File: src/rtl/ising_pkg.sv
// ising_pkg: shared J-stream element type, streamer FSM states and column geometry helpers.
package ising_pkg;
    localparam int J_ELEMENT_WIDTH = 4;
    typedef logic [J_ELEMENT_WIDTH-1:0] j_elem_t;
    typedef enum logic [2:0] {S_IDLE, S_REQ, S_WAIT, S_HOLD, S_DONE} jstream_state_e;
    function automatic int epb(input int mem_w, input int elem_w);
        return mem_w / elem_w;
    endfunction
    function automatic int bpc(input int vec, input int mem_w, input int elem_w);
        return vec / epb(mem_w, elem_w);
    endfunction
endpackage

File: src/rtl/j_col_buffer.sv
// j_col_buffer: one J column assembled beat by beat; full after the last beat, clear frees it.
module j_col_buffer #(
    parameter int VECTOR_SIZE     = 256,
    parameter int J_ELEMENT_WIDTH = 4,
    parameter int MEM_DATA_WIDTH  = 64
) (
    input  logic                       clk_i,
    input  logic                       rst_ni,
    input  logic                       clr_i,
    input  logic                       wr_i,
    input  logic [MEM_DATA_WIDTH-1:0]  wdata_i,
    output logic                       full_o,
    output logic [J_ELEMENT_WIDTH-1:0] col_o [0:VECTOR_SIZE-1]
);
    import ising_pkg::*;
    localparam int EPB = epb(MEM_DATA_WIDTH, J_ELEMENT_WIDTH);
    localparam int BPC = bpc(VECTOR_SIZE, MEM_DATA_WIDTH, J_ELEMENT_WIDTH);
    localparam int BW  = (BPC > 1) ? $clog2(BPC) : 1;
    logic [BW-1:0]              r_beat;
    logic                       r_full;
    logic [J_ELEMENT_WIDTH-1:0] r_col [0:VECTOR_SIZE-1];
    always_ff @(posedge clk_i) begin
        if (!rst_ni) begin
            r_beat <= '0;
            r_full <= 1'b0;
            for (int i = 0; i < VECTOR_SIZE; i++) r_col[i] <= '0;
        end else if (clr_i) begin
            r_beat <= '0;
            r_full <= 1'b0;
        end else if (wr_i) begin
            for (int e = 0; e < EPB; e++)
                r_col[int'(r_beat) * EPB + e] <= wdata_i[e*J_ELEMENT_WIDTH +: J_ELEMENT_WIDTH];
            r_beat <= (r_beat == BW'(BPC - 1)) ? '0 : r_beat + 1'b1;
            if (r_beat == BW'(BPC - 1)) r_full <= 1'b1;
        end
    end
    assign full_o = r_full;
    assign col_o  = r_col;
endmodule

File: src/rtl/j_column_streamer.sv
// j_column_streamer: fetches J columns beat by beat from memory and presents them on valid/ready.
// Define JSTREAM_DOUBLE_BUFFER_EN for ping-pong buffers (column n+1 fetched while n is presented).
module j_column_streamer #(
    parameter int VECTOR_SIZE     = 256,
    parameter int J_ELEMENT_WIDTH = 4,
    parameter int MEM_DATA_WIDTH  = 64,
    parameter int ADDR_WIDTH      = 16
) (
    input  logic                             clk_i,
    input  logic                             rst_ni,
    input  logic                             start_i,
    input  logic [ADDR_WIDTH-1:0]            base_addr_i,
    input  logic [$clog2(VECTOR_SIZE):0]     num_cols_i,
    output logic                             busy_o,
    output logic                             done_o,
    output logic                             mem_req_o,
    output logic [ADDR_WIDTH-1:0]            mem_addr_o,
    input  logic                             mem_gnt_i,
    input  logic                             mem_rvalid_i,
    input  logic [MEM_DATA_WIDTH-1:0]        mem_rdata_i,
    output logic                             col_valid_o,
    input  logic                             col_ready_i,
    output logic [$clog2(VECTOR_SIZE)-1:0]   col_idx_o,
    output logic [J_ELEMENT_WIDTH-1:0]       J_col_o [0:VECTOR_SIZE-1]
);
    import ising_pkg::*;
    localparam int BPC = bpc(VECTOR_SIZE, MEM_DATA_WIDTH, J_ELEMENT_WIDTH);
    localparam int BW  = (BPC > 1) ? $clog2(BPC) : 1;
    localparam int IW  = $clog2(VECTOR_SIZE);
    jstream_state_e  r_state;
    logic            r_busy, r_done;
    logic [ADDR_WIDTH-1:0] r_addr;
    logic [IW:0]     r_ncols, r_fcol, r_ocol;
    logic [BW-1:0]   r_beat;
    logic            w_wr, w_last, w_hs, w_free, w_nfree, w_valid;
    assign w_wr   = (r_state == S_WAIT) && mem_rvalid_i;
    assign w_last = r_beat == BW'(BPC - 1);
    assign w_hs   = w_valid && col_ready_i;
`ifdef JSTREAM_DOUBLE_BUFFER_EN
    logic       r_wp, r_rp;
    logic [1:0] w_full;
    logic [J_ELEMENT_WIDTH-1:0] w_col0 [0:VECTOR_SIZE-1];
    logic [J_ELEMENT_WIDTH-1:0] w_col1 [0:VECTOR_SIZE-1];
    j_col_buffer #(.VECTOR_SIZE(VECTOR_SIZE), .J_ELEMENT_WIDTH(J_ELEMENT_WIDTH), .MEM_DATA_WIDTH(MEM_DATA_WIDTH)) u_buf0 (
        .clk_i(clk_i), .rst_ni(rst_ni), .clr_i(w_hs && !r_rp), .wr_i(w_wr && !r_wp),
        .wdata_i(mem_rdata_i), .full_o(w_full[0]), .col_o(w_col0));
    j_col_buffer #(.VECTOR_SIZE(VECTOR_SIZE), .J_ELEMENT_WIDTH(J_ELEMENT_WIDTH), .MEM_DATA_WIDTH(MEM_DATA_WIDTH)) u_buf1 (
        .clk_i(clk_i), .rst_ni(rst_ni), .clr_i(w_hs && r_rp), .wr_i(w_wr && r_wp),
        .wdata_i(mem_rdata_i), .full_o(w_full[1]), .col_o(w_col1));
    assign w_free  = !w_full[r_wp];
    assign w_nfree = !w_full[!r_wp];
    assign w_valid = w_full[r_rp];
    always_comb
        for (int i = 0; i < VECTOR_SIZE; i++) J_col_o[i] = r_rp ? w_col1[i] : w_col0[i];
    // write and read pointers each advance once per column, so columns leave in fetch order
    always_ff @(posedge clk_i) begin
        if (!rst_ni) begin
            r_wp <= 1'b0;
            r_rp <= 1'b0;
        end else begin
            if (w_wr && w_last) r_wp <= !r_wp;
            if (w_hs) r_rp <= !r_rp;
        end
    end
`else
    logic w_full;
    j_col_buffer #(.VECTOR_SIZE(VECTOR_SIZE), .J_ELEMENT_WIDTH(J_ELEMENT_WIDTH), .MEM_DATA_WIDTH(MEM_DATA_WIDTH)) u_buf (
        .clk_i(clk_i), .rst_ni(rst_ni), .clr_i(w_hs), .wr_i(w_wr),
        .wdata_i(mem_rdata_i), .full_o(w_full), .col_o(J_col_o));
    assign w_free  = !w_full;
    assign w_nfree = 1'b0;
    assign w_valid = w_full;
`endif
    always_ff @(posedge clk_i) begin
        if (!rst_ni) begin
            r_state <= S_IDLE;
            r_busy  <= 1'b0;
            r_done  <= 1'b0;
            r_addr  <= '0;
            r_ncols <= '0;
            r_fcol  <= '0;
            r_ocol  <= '0;
            r_beat  <= '0;
        end else begin
            r_done <= 1'b0;
            if (w_hs) r_ocol <= r_ocol + 1'b1;
            case (r_state)
                S_IDLE: if (start_i) begin
                    r_busy  <= 1'b1;
                    r_addr  <= base_addr_i;
                    r_ncols <= num_cols_i;
                    r_fcol  <= '0;
                    r_ocol  <= '0;
                    r_beat  <= '0;
                    r_state <= (num_cols_i == '0) ? S_DONE : S_REQ;
                end
                S_REQ: if (mem_gnt_i) r_state <= S_WAIT;
                S_WAIT: if (mem_rvalid_i) begin
                    r_addr <= r_addr + 1'b1;
                    r_beat <= w_last ? '0 : r_beat + 1'b1;
                    if (w_last) r_fcol <= r_fcol + 1'b1;
                    r_state <= (!w_last || (r_fcol + 1'b1 != r_ncols && w_nfree)) ? S_REQ : S_HOLD;
                end
                // HOLD both waits for a free buffer and drains the final columns
                S_HOLD: if (r_fcol == r_ncols) begin
                    if (w_hs && r_ocol + 1'b1 == r_ncols) r_state <= S_DONE;
                end else if (w_free) r_state <= S_REQ;
                S_DONE: begin
                    r_done  <= 1'b1;
                    r_busy  <= 1'b0;
                    r_state <= S_IDLE;
                end
                default: r_state <= S_IDLE;
            endcase
        end
    end
    assign busy_o      = r_busy;
    assign done_o      = r_done;
    assign mem_req_o   = r_state == S_REQ;
    assign mem_addr_o  = r_addr;
    assign col_valid_o = w_valid;
    assign col_idx_o   = r_ocol[IW-1:0];
endmodule
File: config.mk
export PLATFORM = sky130hd
export DESIGN_NAME = j_column_streamer
export DESIGN_NICKNAME = d
export VERILOG_FILES = /design/src/rtl/ising_pkg.sv /design/src/rtl/j_col_buffer.sv /design/src/rtl/j_column_streamer.sv
export SDC_FILE = /design/constraint.sdc
export NUM_CORES = 2
export LEC_CHECK = 0
export BUFFER_PORTS_ARGS = -buffer_cell sky130_fd_sc_hd__buf_2
export CORE_AREA = 2 2 446 448
export CTS_BUF_LIST = sky130_fd_sc_hd__clkbuf_4 sky130_fd_sc_hd__clkbuf_8
export CTS_CLUSTER_SIZE = 10
export DETAILED_ROUTE_END_ITERATION = 10
export DIE_AREA = 0 0 448 450
export PLACE_DENSITY_LB_ADDON = 0.05
export SLEW_MARGIN = 10
export SYNTH_ARGS = -nofsm -noshare
export SYNTH_HDL_FRONTEND = slang
export SYNTH_HIERARCHICAL = 1
export SYNTH_SLANG_ARGS = --single-unit
File: constraint.sdc
create_clock -name clk_i -period 4.83 [get_ports clk_i]
set_input_delay 0.483 -clock clk_i [delete_from_list [all_inputs] [get_ports clk_i]]
set_output_delay 0.483 -clock clk_i [all_outputs]
set_load 0.1 [all_outputs]
# Word level (Yosys, flattened, before mapping)
# Cells that the tools add are included.
[totals] n_memories=0 latchBits=0 ff_bits=1081 mem_bits_ro=0 wordCells=456 input_bits=95 output_inout_bits=1052 mem_bits_rw=0
[classes] n_shift=0 order_cmp=32 addsub=20 eq_ne=14 n_div=0 n_mux=75 n_reduce_logical=31 n_bitwise=18 n_mul=0
[op_table] op="$bwmux W1024" count=16
[op_table] op="$demux W4 S8" count=16
[op_table] op="$ge A32 B9 Y1 const B" count=16
[op_table] op="$lt A32 B1 Y1 const B" count=16
[op_table] op="$not A32 Y32" count=15
[op_table] op="$mux W4" count=20
[op_table] op="$add A8 B4 Y9 const B" count=8
[op_table] op="$mux W9" count=6
[op_table] op="$add A8 B3 Y9 const B" count=4
[op_table] op="$mux W16" count=2
[op_table] op="$not A8 Y32" count=1
[op_table] op="$pmux W16 S2" count=1
[op_table] op="$mux W3" count=7
[op_table] op="$logic_and A1 B1 Y1" count=19
[op_table] op="$add A8 B2 Y9 const B" count=2
[op_table] op="$add A9 B1 Y9 const B" count=2
[op_table] op="$eq A9 B9 Y1" count=2
[op_table] op="$pmux W9 S2" count=1
[op_table] op="$add A16 B1 Y16 const B" count=1
[op_table] op="$pmux W3 S4" count=1
[op_table] op="$add A8 B1 Y9 const B" count=1
[op_table] op="$logic_not A9 Y1" count=1
[op_table] op="$add A4 B1 Y4 const B" count=2
[op_table] op="$eq A4 B4 Y1 const B" count=2
[op_table] op="other kinds (18)" count=28

# Longest topological paths before layout
[logic_depth] ltp_word=21 depth_mapped=9 mapped_depth_nobuf=7

# Modules after synthesis
# The synthesis kept the hierarchy.
[by_module_without_submodules] mod="j_col_buffer" cells_per_inst=3483 seq_area_each_um2=20599.8 n_inst=1 area_per_inst_um2=37287.0
[by_module_without_submodules] mod="j_column_streamer" cells_per_inst=380 seq_area_each_um2=1041.0 n_inst=1 area_per_inst_um2=2990.4

# Worst setup path after synthesis
# No wires, ideal clock.
[synth_timing] kind="reg-to-output" from="reg r_state[0]" to="out mem_req_o" path_buffers=1 slack_ns=1.497 t_required_ns=4.347 stages_incl_launch_ff=3 arrival_ns=2.850 cell_sequence="dfxtp_1 > clkbuf_1 > nor3b_1"
[synth_via] elab_chain_cells=1
[synth_lines] element="start, declared" line="j_column_streamer.sv:30" rtl="jstream_state_e r_state;"
[synth_lines] element="start signal, assigned" line="j_column_streamer.sv:95" rtl="r_state <= (num_cols_i == '0) ? S_DONE : S_REQ;"
[synth_lines] element="start signal, assigned" line="j_column_streamer.sv:102" rtl="r_state <= (!w_last || (r_fcol + 1'b1 != r_ncols && w_nfree)) ? S_REQ : S_HOLD;"
[synth_lines] element="$eq A3 B1 Y1" line="j_column_streamer.sv:119" rtl="assign mem_req_o = r_state == S_REQ;"
[synth_lines] element="end, declared" line="j_column_streamer.sv:16" rtl="output logic mem_req_o,"
# Every way passes these cells.

# Final worst setup path
[layout_timing] from="reg r_state[0]" to="reg u_buf.r_col (netlist bit u_buf/col_o[411])"
[layout_via] elab_chain_cells=3
[layout_lines] element="$eq A3 B2 Y1" line="j_column_streamer.sv:36" rtl="assign w_wr = (r_state == S_WAIT) && mem_rvalid_i;"
[layout_lines] element="$logic_and A1 B1 Y1" line="j_column_streamer.sv:36"
[layout_lines] element="net w_wr" line="j_column_streamer.sv:35" rtl="logic w_wr, w_last, w_hs, w_free, w_nfree, w_valid;"
[layout_lines] element="$reduce_and A2 Y1 (no source line)"
[layout_lines] element="end signal, assigned by index" line="j_col_buffer.sv:32" rtl="r_col[int'(r_beat) * EPB + e] <= wdata_i[e*J_ELEMENT_WIDTH +: J_ELEMENT_WIDTH];"
[layout_lines] element="end, declared" line="j_col_buffer.sv:21" rtl="logic [J_ELEMENT_WIDTH-1:0] r_col [0:VECTOR_SIZE-1];"
# The timed path passes the listed nets, and every way through them passes these cells.
# A chain may end at the register's enable or synchronous reset.

==> results.md <==
- Vias: between 30,000 and 40,000
- Pre-CTS setup slack: 1442 ps
- Synth top area cells: dfxtp_1, mux2i_1, nand2_1
- Synth cell types: 65
- Post-synth net total: slightly below 4,000
- Critical R2R Capture: u_buf/col_o[411]
- Worst R2R Setup Slack: about 1400 ps
- Clock power frac: a little under half
- Vias in the first global route: 31,950
- Pwr dens: around 380 nW/µm²
- Core area: 196,600 µm²
- I/O Pins: approximately 1,100
- Number of synthesized register bits: ~1,100
- Final slew viol count: 0
- GR Util All Layers: 18.53%
- Synth Warn #: 6
- Combinational power share: 8.5%
- Post-synth top flop: dfxtp_1
- First-pass GRT wire length: 263,000 µm
- Sequential share of power: between 40% and 50%
- I/O Buffers: approximately 1,100
- Crit path time final: approximately 3400 ps
- Final HPWL DP: ~140,000 µm
- Internal power: approximately 15,000 µW
- Die X: 448 µm
- RSZ-0062 raised after global routing: no
- Final instance area: 53,380 µm²
- Dpl cell area: around 48,000 µm²
- Clk_skew: 65.12 ps
- CTS root buffer: clkbuf_8
- Skew-Pair Late Insertion Delay: roughly 990 ps
- Top cell type's share of synthesized area: around 54%
- Worst hold path endpoint: r_state[1]
- CP max stage cell: nor3_4
- Share of cells above drive strength 1: between 30% and 40%
- Top-count cell post-synth: nand2_1
- Top cells by count, synth: nand2_1, dfxtp_1, mux2i_1
- Post-route ant nets: 0
- Bufs on Longest Clock Path: 3
- Initial DRC count: approximately 1,300
- Sw Ratio: between 20 and 30%
- Routed WL: 193,800 µm
- Post-CTS Setup Bufs: 0
- RePlAce Congestion: 0.7390
- CTS tree: built
- HP Class: in2reg
- H-Tree Depth: 4
- CP cell instances: nor2_1 > and3_1 > nand3_2 > nor3_4 > buf_4 > mux2i_1
- Final setup violating endpoints: 0
- CTS Buf Count: around 210
- Hold_buf cts: between 80 and 90
- Setup TNS Final: 0 ps
- Synthesized cell area: about 40,000 µm²
- Die area: approximately 200,000 µm²
- Syn-to-layout area delta: 32.52%
- Slew headroom: between 10% and 20%
- CP bufs+invs: 1
- Cells after Synth: between 3,000 and 4,000
- CP top delay family: simple AND/OR/NAND/NOR gates
- First-pass DRT Iterations: 5
- Worst EP arrival: 4270 ps
- Number of synthesized flops with an enable pin: 0
- Worst hold stages: 5
- Worst r2r src: r_state[0]
- Detail-routed via count per cell: ~4
- Crit-path max FO: 13
- Largest net degree at the start of global routing: 184
- Initial Util: between 20% and 30%
- Maximum VDD drop: ~0.22 mV
- Syn_area_per_cell: roughly 10 µm²
- Reg2reg path depth: 6
- Sequential fraction of the synthesis area: a little over half
- Initial antenna violation count: 3
- CP Launch Type: register
- Leak: between 0.02 and 0.025 µW
- DRC: 0
- # rows: approximately 160
- Crit Path Class: reg2reg
- CTS Sinks: 1,081
- Max-Cap Viols: 0
- Chip height: ~450 µm
- Sw power: between 5000 and 6000 µW
- Layout Nets: about 5,200
- CP required: approximately 5700 ps
- Fill count: 21,200
- Outcome: completed
- Endpoints failing hold: 0
- PnR worst setup slack: 1409 ps
- Synth async-reset ratio: 0%
- Power Total: about 20,000 µW
- Drt wl/cell: between 20 and 25 µm
- GRT Residual Overflow: 0
- Least-Margin Pin Slew: 1306 ps
- Clk slew on worst S/H paths: 60 ps
- CP endpoint kind: register
- Critical Path Max Stage Delay: about 1000 ps
- Final period util: 70.82%
- Worst Hold Launch: mem_gnt_i
- Fmax: 292.3 MHz
- Post-cts gate resize count: 0
- Post-synth top area cell: dfxtp_1
[metal layers]
metal  wire, µm  track usage (%)  up-vias  share of wire, %
li1           -                -    15240                 -
met4       8416            8.097        2               4.3
met3      14910            6.459      306               7.7
met5         13                0        -            0.0067
met1      72790            19.45    15240                38
met2      97690            33.10      969                50
[worst reg2reg max path, delay by kind of cell, from the launching register on]
family                 cells  cell delay [ps]
buffers and inverters      1              460
flip-flops                 1              400
multiplexers               1              230
AND/OR/NAND/NOR            4             2220
[layout make-up]
class	instances	area [µm²]	area share [%]
clock buffers	340	4104	7.689
multi-input cells	2453	16530	30.96
diodes	1	2.502	0.004688
flip-flops and latches	1081	21640	40.54
inverters	5	18.77	0.03516
clock inverters	19	202.7	0.3797
well taps	2640	3303	6.188
repair buffers	1331	7580	14.20
[per-stage QoR]
step                      utilization [%]  hold WS, ps  instances
after global placement              24.54        438.6       7427
final                               27.15        259.9       7870
after CTS                           27.15        117.6       7869
after floorplan                         -        448.1       3863
after global routing                27.15        229.5       7870
after detailed placement            24.54        442.5       7427
[registers in the layout, indices dropped and copies added, names as in the netlist]
signal	flops
busy_o	1
done_o	1
mem_addr_o	16
r_beat	4
r_fcol	9
r_ncols	9
r_ocol	9
r_state	3
u_buf/col_o	1024
u_buf/full_o	1
u_buf/r_beat	4
[power by group through the flow]
stage,logic [µW],clock network (µW),registers (µW)
after detailed placement,1730,0,9300
after floorplan,635,0,9800
after global placement,1740,0,9300
final,1740,9640,9110
after CTS,1800,10100,9110
after global routing,1860,10400,9120
[logic make-up after synthesis]
family                   share of synthesized area, %
adder cells (fa/ha/maj)                        0.2485
buffers and inverters                           5.408
AND/OR/NAND/NOR                                 12.71
multiplexers                                    25.58
XOR/XNOR                                       0.8263
AO/OA/AOI/OAI                                   1.497
flip-flops                                      53.73
[placed cells by master (no fill, tap or decap), drive strengths merged, types with 11 or more instances in the layout]
cell / netlist / final
mux2i: 1028 / 1028
a21boi: 11 / 11
xor2: 24 / 24
clkbuf: 146 / 340
inv: 4 / 11
dfxtp: 1081 / 1081
dlygate4sd3: 0 / 83
nand2: 1143 / 1143
nand3: 21 / 21
o21ai: 25 / 25
nor2: 46 / 46
xnor2: 14 / 14
and2: 11 / 11
nand4: 13 / 13
and3: 14 / 14
a21oi: 25 / 25
buf: 178 / 1248
[how the worst max path moves through the flow]
stage                from          endpoint  slack, ps  cells past startpoint
2_1_floorplan  r_state[0]         mem_req_o       1500                      2
3_3_place_gp   r_state[1]  u_buf/col_o[869]       1480                      5
3_5_place_dp   r_state[0]  u_buf/col_o[559]       1440                      6
4_1_cts        r_state[0]  u_buf/col_o[555]       1410                      6
5_1_grt        r_state[0]  u_buf/col_o[403]       1180                      6
6_report       r_state[0]  u_buf/col_o[411]       1410                      6
No activity file was read; power rests on OpenSTA's default activity.
